==> src/rtl/game_session_ctrl.sv <==
// Session controller for the multi-game board: synchronizes switches and keys,
// debounces game selection, sequences game resets and gates key press pulses.
module game_session_ctrl #(
    parameter int unsigned SETTLE_CYCLES = 50000,
    parameter int unsigned CNT_W         = 16
) (
    input  logic       CLOCK_50,
    input  logic       reset_n,
    input  logic [2:0] mode_sw,
    input  logic [2:0] key_n,
    output logic [2:0] active_mode,
    output logic       display_en,
    output logic       game_reset_n,
    output logic [2:0] key_pulse,
    output logic       busy
);

    typedef enum logic [1:0] {
        IDLE,
        SETTLE,
        CLEAR,
        RUN
    } state_t;

    localparam logic [2:0]       MODE_BLANK = 3'b010;
    localparam logic [CNT_W-1:0] CNT_LAST   = CNT_W'(SETTLE_CYCLES - 1);
    localparam logic [CNT_W-1:0] CNT_ONE    = CNT_W'(1);

    // Legal game codes are 000 and every odd code.
    function automatic logic mode_valid(input logic [2:0] m);
        return m[0] || (m == 3'b000);
    endfunction

    logic [2:0]       ms_meta, ms;
    logic [2:0]       ks_meta, ks, kprev;
    state_t           state, state_next;
    logic [2:0]       cand, cand_next;
    logic [CNT_W-1:0] cnt, cnt_next;
    logic [2:0]       active_next;
    logic [2:0]       pulse_next;

    // NOTE: every variable gets a default before the case so no path can infer a latch.
    always_comb begin
        state_next  = state;
        cand_next   = cand;
        cnt_next    = cnt;
        active_next = active_mode;
        pulse_next  = 3'b000;
        unique case (state)
            IDLE: begin
                if (mode_valid(ms)) begin
                    state_next = SETTLE;
                    cand_next  = ms;
                    cnt_next   = '0;
                end
            end
            SETTLE: begin
                if (ms != cand) begin
                    if (!mode_valid(ms)) begin
                        state_next = IDLE;
                    end else begin
                        cand_next = ms;
                        cnt_next  = '0;
                    end
                end else if (cnt == CNT_LAST) begin
                    active_next = cand;
                    cnt_next    = '0;
                    state_next  = CLEAR;
                end else begin
                    cnt_next = cnt + CNT_ONE;
                end
            end
            CLEAR: begin
                // Mux select has already switched; games stay in reset two more cycles.
                if (cnt == CNT_ONE) begin
                    state_next = RUN;
                    cnt_next   = '0;
                end else begin
                    cnt_next = cnt + CNT_ONE;
                end
            end
            RUN: begin
                if (ms != active_mode) begin
                    if (!mode_valid(ms)) begin
                        state_next = IDLE;
                    end else begin
                        state_next = SETTLE;
                        cand_next  = ms;
                        cnt_next   = '0;
                    end
                end else begin
                    pulse_next = kprev & ~ks;
                end
            end
            default: state_next = IDLE;
        endcase
    end

    // NOTE: sequential state uses non-blocking assignments so all flops update together.
    always_ff @(posedge CLOCK_50) begin
        if (!reset_n) begin
            ms_meta      <= MODE_BLANK;
            ms           <= MODE_BLANK;
            ks_meta      <= 3'b111;
            ks           <= 3'b111;
            kprev        <= 3'b111;
            state        <= IDLE;
            cand         <= '0;
            cnt          <= '0;
            active_mode  <= MODE_BLANK;
            display_en   <= 1'b0;
            game_reset_n <= 1'b0;
            key_pulse    <= 3'b000;
            busy         <= 1'b1;
        end else begin
            ms_meta      <= mode_sw;
            ms           <= ms_meta;
            ks_meta      <= key_n;
            ks           <= ks_meta;
            kprev        <= ks;
            state        <= state_next;
            cand         <= cand_next;
            cnt          <= cnt_next;
            active_mode  <= active_next;
            display_en   <= (state_next == RUN);
            game_reset_n <= (state_next == RUN);
            key_pulse    <= pulse_next;
            busy         <= (state_next != RUN);
        end
    end

endmodule

==> config.mk <==
export PLATFORM = sky130hd
export DESIGN_NAME = game_session_ctrl
export DESIGN_NICKNAME = d
export VERILOG_FILES = /design/src/rtl/game_session_ctrl.sv
export SDC_FILE = /design/constraint.sdc
export NUM_CORES = 1
export LEC_CHECK = 0
export ABC_AREA = 1
export CAP_MARGIN = 10
export CORE_MARGIN = 10
export CORE_UTILIZATION = 55
export DETAILED_ROUTE_END_ITERATION = 16
export PLACE_DENSITY = 0.74
export SYNTH_ARGS = -nofsm -noshare
export SYNTH_HDL_FRONTEND = slang
export SYNTH_SLANG_ARGS = --single-unit
==> constraint.sdc <==
create_clock -name CLOCK_50 -period 4.5 [get_ports CLOCK_50]
set_clock_uncertainty 0.2 [all_clocks]
set_input_delay 0.675 -clock CLOCK_50 [delete_from_list [all_inputs] [get_ports CLOCK_50]]
set_output_delay 0.675 -clock CLOCK_50 [all_outputs]
set_load 0.02 [all_outputs]
== Word-level counts from Yosys, hierarchy flattened ==
Index checks and enable logic that the tools add are counted.

* Flip-flop bits (word level): 44
* Bits in latches: 0
* RAM bits: 0
* Bits in read-only memories: 0
* Input port bits: 8
* Output and inout bits: 9
* Word-level logic and storage cells: 54
* Memories kept: 0

* Add/subtract/negate cells: 1
* Multiply operators: 0
* Divide/modulo/power cells: 0
* Order comparisons: 0
* Equality and inequality tests: 11
* Shifts and indexed selects: 0
* Muxes and demuxes: 18
* Bitwise operators: 5
* Reduce and logical (&&, ||, !) cells: 7

{| class="wikitable"
|+ Operators by type and width
! cell !! count
|-
| two-way mux 16 bit || 5
|-
| one-hot mux 16 bit (4 select lines) || 1
|-
| adder 16 x 1 -> 16 bit, second input constant || 1
|-
| == test 16 x 1 -> 1 bit, second input constant || 1
|-
| == test 16 bit, second input constant || 1
|-
| two-way mux 2 bit || 6
|-
| two-way mux 3 bit || 3
|-
| one-hot mux 3 bit (3 select lines) || 1
|-
| one-hot mux 2 bit (4 select lines) || 1
|-
| == test 2 bit, second input constant || 3
|-
| != test 2 bit, second input constant || 3
|-
| != test 3 bit || 2
|-
| AND reduction 3 bit || 2
|-
| AND 3 bit || 1
|-
| zero test 3 bit || 1
|-
| NOT 1 bit || 3
|-
| NOT 3 bit || 1
|-
| nonzero test 3 bit || 1
|-
| OR reduction 3 bit || 1
|-
| == test 2 x 1 -> 1 bit, second input constant || 1
|-
| zero test 2 bit || 1
|-
| logical OR 1 bit || 1
|-
| two-way mux 1 bit || 1
|}

== Logic depth before layout (Yosys ltp) ==
Gate-level depths: netlist of run 1.

* Depth after elaboration: 6
* Depth in mapped cells: 12
* Mapped depth without buffers: 11

== Worst setup path after synthesis of run 1 ==
Ideal clock, no wire load.

* Path kind: register to register
* Start point: reg cnt[0]
* End point: reg cnt[4]
* Setup time: 0.121 ns
* Arrival: 1.379 ns
* Required time: 4.179 ns
* Slack: 2.799 ns
* Stages on the path, launching flop included: 10
* Path buffers: 1
* Clock period less this slack: 1.701 ns
* Cell sequence: dfxtp_1 -> ha_1 -> nand3_1 -> nor2_1 -> nand2_1 -> nand3_1 -> nand2_2 -> buf_6 -> o211ai_1 -> a21oi_2

* Cells in the longest elaborated chain, start to end: 4
* Elaborated cells between the ends (all ways): 7
* Those cells by class: add/sub: 1; eq/ne: 2; mux: 4

{| class="wikitable"
|+ Ends and longest elaborated chain
! element !! RTL line !! text
|-
| start, declared || 38 || <nowiki>logic [CNT_W-1:0] cnt, cnt_next;</nowiki>
|-
| start signal, assigned || 123 || <nowiki>cnt <= cnt_next;</nowiki>
|-
| adder 16 x 1 -> 16 bit / == test 16 bit (equally long branches) || 70, 79, 65 ||
|-
| two-way mux 16 bit || 65 || <nowiki>end else if (cnt == CNT_LAST) begin</nowiki>
|-
| two-way mux 16 bit || 58 || <nowiki>if (ms != cand) begin</nowiki>
|-
| one-hot mux 16 bit (4 select lines) * || 49 || <nowiki>unique case (state)</nowiki>
|}

Mark *: on every way between the ends. The rest lies on a longest branch, timed or not.
A chain may end at the register's enable or synchronous reset.

== Worst setup path after layout of run 1 ==
* Start point: in reset_n
* End point: reg key_pulse[1]

* Cells in the longest elaborated chain, start to end: 2

{| class="wikitable"
|+ Ends and longest elaborated chain
! element !! RTL line !! text
|-
| start, declared || 8 || <nowiki>input logic reset_n,</nowiki>
|-
| NOT 1 bit (no source line) || - ||
|-
| OR reduction 3 bit (no source line) || - ||
|-
| end signal, assigned || 127 || <nowiki>key_pulse <= pulse_next;</nowiki>
|-
| end, declared || 14 || <nowiki>output logic [2:0] key_pulse,</nowiki>
|}

No other way between the ends.

==> results of run 1 <==
sequential cells by signal (all words and copies together) (netlist names):
| signal | flops |
|---|---|
| cnt | 16 |
| active_mode | 3 |
| cand | 3 |
| key_pulse | 3 |
| kprev | 3 |
| ks | 3 |
| ks_meta | 3 |
| ms | 3 |
| ms_meta | 3 |
| state | 2 |
| busy | 1 |
| game_reset_n | 1 |
cell families after synthesis:
logic type | count (synthesis)
and+or+nand+nor | 174
buffers and inverters | 52
AOI/OAI and AO/OA | 45
DFF | 44
adders and majority gates | 6
xor gates and xnor gates | 4
power groups by stage:
stage / Combinational (mW) / Sequential, mW / Clock, mW
2_1_floorplan: 0.250 / 0.447 / 0
3_3_place_gp: 0.305 / 0.446 / 0
3_5_place_dp: 0.306 / 0.446 / 0
4_1_cts: 0.308 / 0.437 / 0.320
5_1_grt: 0.354 / 0.441 / 0.334
6_report: 0.307 / 0.437 / 0.312
per-stage QoR:
| stage | hold WS, ns | util | total power, mW | cell area [sq um] | setup WS (ns) |
|---|---|---|---|---|---|
| finish | 0.214 | 0.630 | 1.06 | 2500 | 1.87 |
| global route | 0.226 | 0.630 | 1.13 | 2500 | 1.73 |
| CTS | 0.219 | 0.630 | 1.06 | 2500 | 1.87 |
| detailed placement | 0.199 | 0.601 | 0.752 | 2390 | 1.55 |
| global placement | 0.194 | 0.601 | 0.751 | 2390 | 1.60 |
| floorplan | 0.190 | - | 0.697 | 2240 | 2.80 |
routing by layer:
layer / vias up / track usage
li1: 1057 / -
met1: 923 / 0.179
met2: 31 / 0.218
met3: 5 / 0.0381
met4: 0 / 0.0441
met5: - / 0
layout make-up:
cell class | instances | area (sq um) | share of cell area
inverter | 41 | 154 | 0.0615
clock buffer | 5 | 68.8 | 0.0275
timing repair buffer | 16 | 160 | 0.0640
sequential | 44 | 881 | 0.352
multi-input combinational | 229 | 1130 | 0.451
tap | 50 | 62.6 | 0.0250
clock inverter | 3 | 47.5 | 0.0190
layout by cell type, fill, tap and decap left out:
| cell | count |
|---|---|
| a211oi_1 | 1 |
| xor2_1 | 2 |
| xnor2_1 | 2 |
| nand3b_1 | 1 |
| clkinv_4 | 2 |
| o21ai_0 | 19 |
| a21oi_2 | 2 |
| nand4_2 | 1 |
| a31oi_1 | 2 |
| dfxtp_1 | 44 |
| nor2_2 | 1 |
| ha_1 | 6 |
| nand4_1 | 7 |
| nand3_1 | 28 |
| clkbuf_8 | 5 |
| or2_2 | 11 |
| bufinv_16 | 1 |
| a21o_1 | 1 |
| a21oi_1 | 17 |
| nor3_1 | 3 |
| inv_2 | 3 |
| inv_1 | 38 |
| nor3b_1 | 3 |
| a31o_2 | 1 |
| clkdlybuf4s50_1 | 16 |
| o211ai_1 | 2 |
| nand2_2 | 3 |
| nand2_1 | 86 |
| nor2_1 | 30 |
worst max-delay path, stage by stage:
cell,delay [ns]
clkdlybuf4s50_1,0.86
inv_1,0.49
or2_2,0.41
nor3b_1,0.19
path summary, 6_finish.rpt:
check / startpoint / end / slack (ns) / cells past startpoint
max: reset_n / key_pulse[1] / 1.87 / 4
min: ms_meta[0] / ms[0] / 0.21 / 2
max reg2reg: state[0] / cnt[2] / 2.31 / 7
min reg2reg: ms_meta[0] / ms[0] / 0.21 / 2
==> flow_metrics.py, run 1 <==
metrics = {
    "routing": {
        "drt-met1-wl_mm": 2.30,
        "routed_wl_mm": 4.66,
        "vias_per_cell": 5.20,
        "wl_per_cell_um": 12.0,
        "vias": 2016,
        "drc": 0,
        "wl_met2_mm": 2.15,
        "drt-pass1-iter-count": 4,
        "met3_length_um": 170,
        "drt_iter0_drc": 149,
        "postRouteAntennaNets": 0,
        "top_layer_used": "met4",
    },
    "worst_setup_path": {
        "cp_max_fo": 24,
        "worst-setup-path-type": "in -> reg",
        "worstSetupEndpointType": "flip-flop",
        "required_ns": 4.51,
        "arrival_ns": 2.65,
        "start_kind": "input port",
    },
    "floorplanning": {
        "dieWidth_um": 83.8,
        "core_area_sq_um": 3970,
        "pin_count": 17,
        "start_util": 0.564,
        "dieArea_sq_um": 7020,
        "die_y_um": 83.8,
        "placementRows": 23,
    },
    "cells_and_area": {
        "instances_no_fill": 388,
        "antenna_cells": 0,
        "nets": 351,
        "layout-drive-gt1-share": 0.0888,
        "n_fill_cell": 383,
        "syn_to_final_growth_pct": 11.9,
    },
    "synth": {
        "synth_top_family_by_area": "simple AND/OR/NAND/NOR gates",
        "synthFlopType": "dfxtp_1",
        "synth-seq-cells": 44,
        "synth_compound_area_frac": 0.111,
        "synth_commonest_cells": "nand2_1 (86), dfxtp_1 (44), inv_1 (38), nor2_1 (30), nand3_1 (28)",
        "synth.largest_area_cell": "dfxtp_1",
        "synth-simple-area-share": 0.344,
        "synthAdderAreaFrac": 0.0335,
        "synth_edf_count": 0,
        "syn_area_per_cell_sq_um": 6.89,
        "ys_seq_area_frac": 0.394,
        "synth_cell_types": 29,
        "synth_nets": 339,
        "yosysMostFrequentCell": "nand2_1",
        "synth_top_area_frac": 0.394,
        "syn-cell-area_sq_um": 2240,
        "synthXorXnorAreaFrac": 0.0157,
        "yosysWarningCount": 0,
        "netlist_instances": 325,
        "synth_mux_area_frac": 0,
        "async_reset_ff_frac": 0,
        "synth_area_leaders": "dfxtp_1 (39%), nand2_1 (14%), inv_1 (6.4%)",
    },
    "sta": {
        "finalCriticalPeriod_ns": 2.63,
        "tightest_slew_ns": 0.714,
        "setup-tns-final_ns": 0,
        "final_hold_viol_count": 0,
        "rsz0062_at_grt": "no",
        "drv_slew": 0,
        "slew_headroom": 0.519,
        "fin_crit_sh": 0.585,
        "finalSetupViolations": 0,
        "max_clock_freq_mhz": 380,
    },
    "power": {
        "switching_share": 0.357,
        "p_comb_frac": 0.290,
        "p_switching_mw": 0.377,
        "peakVddDrop_v": 0.000251,
        "clkPwrFrac": 0.296,
        "leakage_nw": 1.05,
        "powerDensity_nw_per_um2": 422,
        "p_int_mw": 0.679,
        "p_seq_frac": 0.414,
    },
    "clocking": {
        "path_clk_slew_ns": 0.09,
        "cts_htree_levels": 2,
        "cts_buffer_depth": 2,
        "cts_made_buffers": 5,
        "cts_resized": 0,
        "hold_buffers": 0,
        "cts_root_buf": "clkbuf_8",
        "cts_tree": "built",
        "cts.sinks": 44,
        "insertion_delay_ns": 0.30,
        "cts_setup_buffers": 0,
    },
    "grt": {
        "antenna_found_initial": 0,
        "grt_pass1_wl_mm": 8.37,
        "grt_overflow": 0,
        "grt_pass1_vias": 1883,
        "grt_usage": 0.139,
        "grt_max_degree": 25,
    },
    "placed_design": {
        "io_buffers": 16,
        "dp_hpwl_mm": 3.34,
        "dpl.cell_count": 380,
        "place.gp.congestion": 0.837,
    },
    "run_status": {
        "status": "finished, final reports clean",
    },
    "worst_hold_path": {
        "hp-class": "reg -> reg",
    },
    "run": {
        "drv_cap": 0,
    },
}
(Power assumes the default switching activity.)
==> inputs of run 2 (changes only) <==
Settings changed: CORE_UTILIZATION 55 to 52, PLACE_DENSITY 0.74 to 0.73.
Clock period 4.5 ns to 2.4 ns, I/O delays scaled along.
==> run 2 against run 1 <==
  * First-iteration DRC count is 4.0% higher
  * Register-to-register slack worse by 1.9 ns
  * Sequential share of layout area is 0.50 points lower
  * Cell count is 1.3% higher
  * Die area is 4.4% higher
  * Combinational power is 96% higher
  * Via count is 0.35% higher
  * Cell area is 1.4% higher
==> flow_metrics.py, run 2 (same netlist as run 1, synthesis figures left out) <==
metrics = {
    "power": {
        "total_power_mw": 2.00,
        "powerDensity_nw_per_um2": 788,
        "peakVddDrop_v": 0.000424,
        "leakage_nw": 1.07,
    },
    "routing": {
        "drt-pass1-iter-count": 4,
        "drc": 0,
        "drt_iter0_drc": 155,
        "wl_per_cell_um": 12.1,
        "vias_per_cell": 5.15,
        "vias": 2023,
        "routed_wl_mm": 4.74,
        "postRouteAntennaNets": 0,
    },
    "cells_and_area": {
        "n_fill_cell": 372,
        "register_area_sq_um": 881,
        "multi_input_area_sq_um": 1130,
        "final_common_cell": "nand2_1",
        "syn_to_final_growth_pct": 13.5,
        "largest_register_ffs": 16,
        "most-common-layout-cells": "nand2_1 (86), dfxtp_1 (44), inv_1 (38)",
        "regMostFlops": "cnt",
        "instances_no_fill": 393,
        "antenna_cells": 0,
        "layout-drive-gt1-share": 0.102,
        "nets": 356,
    },
    "floorplanning": {
        "dieWidth_um": 85.6,
        "start_util": 0.548,
        "die_y_um": 85.6,
        "dieArea_sq_um": 7330,
        "pin_count": 17,
        "placementRows": 23,
        "core_area_sq_um": 4090,
    },
    "grt": {
        "grt_usage": 0.138,
        "grt_pass1_vias": 1960,
        "grt.met2_usage": 0.212,
        "grtUsageMet1": 0.178,
        "grt_overflow": 0,
        "grt.busiest_layer": "met2",
        "antenna_found_initial": 0,
        "grt_pass1_wl_mm": 8.61,
        "met3_usage": 0.0322,
        "grt_max_degree": 17,
    },
    "clocking": {
        "cts.sinks": 44,
        "hold_buffers": 0,
        "cts_htree_levels": 2,
        "cts_tree": "built",
        "cts_buffer_depth": 2,
        "cts_resized": 0,
        "insertion_delay_ns": 0.30,
        "cts_made_buffers": 5,
        "path_clk_slew_ns": 0.08,
        "cts_setup_buffers": 0,
        "cts_root_buf": "clkbuf_8",
    },
    "run_status": {
        "status": "finished, final reports clean",
    },
    "worst_setup_path": {
        "start_kind": "flip-flop",
        "worst-setup-path-type": "reg -> reg",
        "arrival_ns": 1.96,
        "worstSetupEndpointType": "flip-flop",
        "required_ns": 2.40,
        "cp_max_fo": 14,
    },
    "placed_design": {
        "io_buffers": 16,
        "dpl.cell_count": 385,
        "dp_hpwl_mm": 3.43,
        "place.gp.congestion": 0.916,
    },
    "sta": {
        "rsz0062_at_grt": "no",
        "tightest_slew_ns": 0.384,
        "max_clock_freq_mhz": 509,
        "final_hold_viol_count": 0,
        "drv_slew": 0,
        "slew_headroom": 0.744,
        "finalCriticalPeriod_ns": 1.96,
        "finalSetupViolations": 0,
        "fin_crit_sh": 0.818,
        "setup-tns-final_ns": 0,
    },
    "worst_hold_path": {
        "hp-class": "reg -> reg",
    },
    "run": {
        "drv_cap": 0,
    },
}
-- run 2: cell count changes in the layout (fill, tap and decap cells not counted) --
cell,change
buf_4,+5
clkinv_4,-2
clkinvlp_4,+1
inv_6,+1
-- run 2: per-layer routing --
metal | share of wire | vias up
met5 | 0 | -
met4 | 0.017 | 0
met3 | 0.064 | 8
met2 | 0.43 | 54
met1 | 0.49 | 892
li1 | - | 1069
-- run 2: final cells by class --
type                       count  area share
inverter                      41      0.0606
sequential                    44       0.347
clock inverter                 3      0.0182
timing repair buffer          21      0.0778
multi-input combinational    229       0.445
tap                           50      0.0246
clock buffer                   5      0.0271
-- run 2: worst max-delay path: stages (launching register included) --
cell and delay [ns]:
dfxtp_1 0.40, ha_1 0.23, nand3_1 0.14, nor2_1 0.13, nand2_1 0.12, nand3_1 0.16
nand2_2 0.21, nand2_1 0.11, nand2_1 0.05, nand2_1 0.05, a21oi_1 0.06
-- run 2: where the power goes --
group / switching, mW / internal, mW
combinational: 0.399 / 0.202
sequential: 0.0398 / 0.778
clock: 0.271 / 0.314
-- run 2: per-stage QoR --
stage	hold slack [ns]	worst slack (ns)	utilization	area, sq um
2_1_floorplan	0.190	0.699	-	2240
3_3_place_gp	0.194	0.535	0.593	2420
3_5_place_dp	0.200	0.498	0.593	2420
4_1_cts	0.221	0.449	0.622	2540
5_1_grt	0.230	0.216	0.622	2540
6_report	0.217	0.436	0.622	2540
-- run 2: worst paths after layout --
check | startpoint | slack [ns] | cells past startpoint | end
max reg2reg | cnt[0] | 0.44 | 10 | cnt[12]
max | cnt[0] | 0.44 | 10 | cnt[12]
min reg2reg | ks_meta[1] | 0.22 | 1 | ks[1]
min | ks_meta[1] | 0.22 | 1 | ks[1]
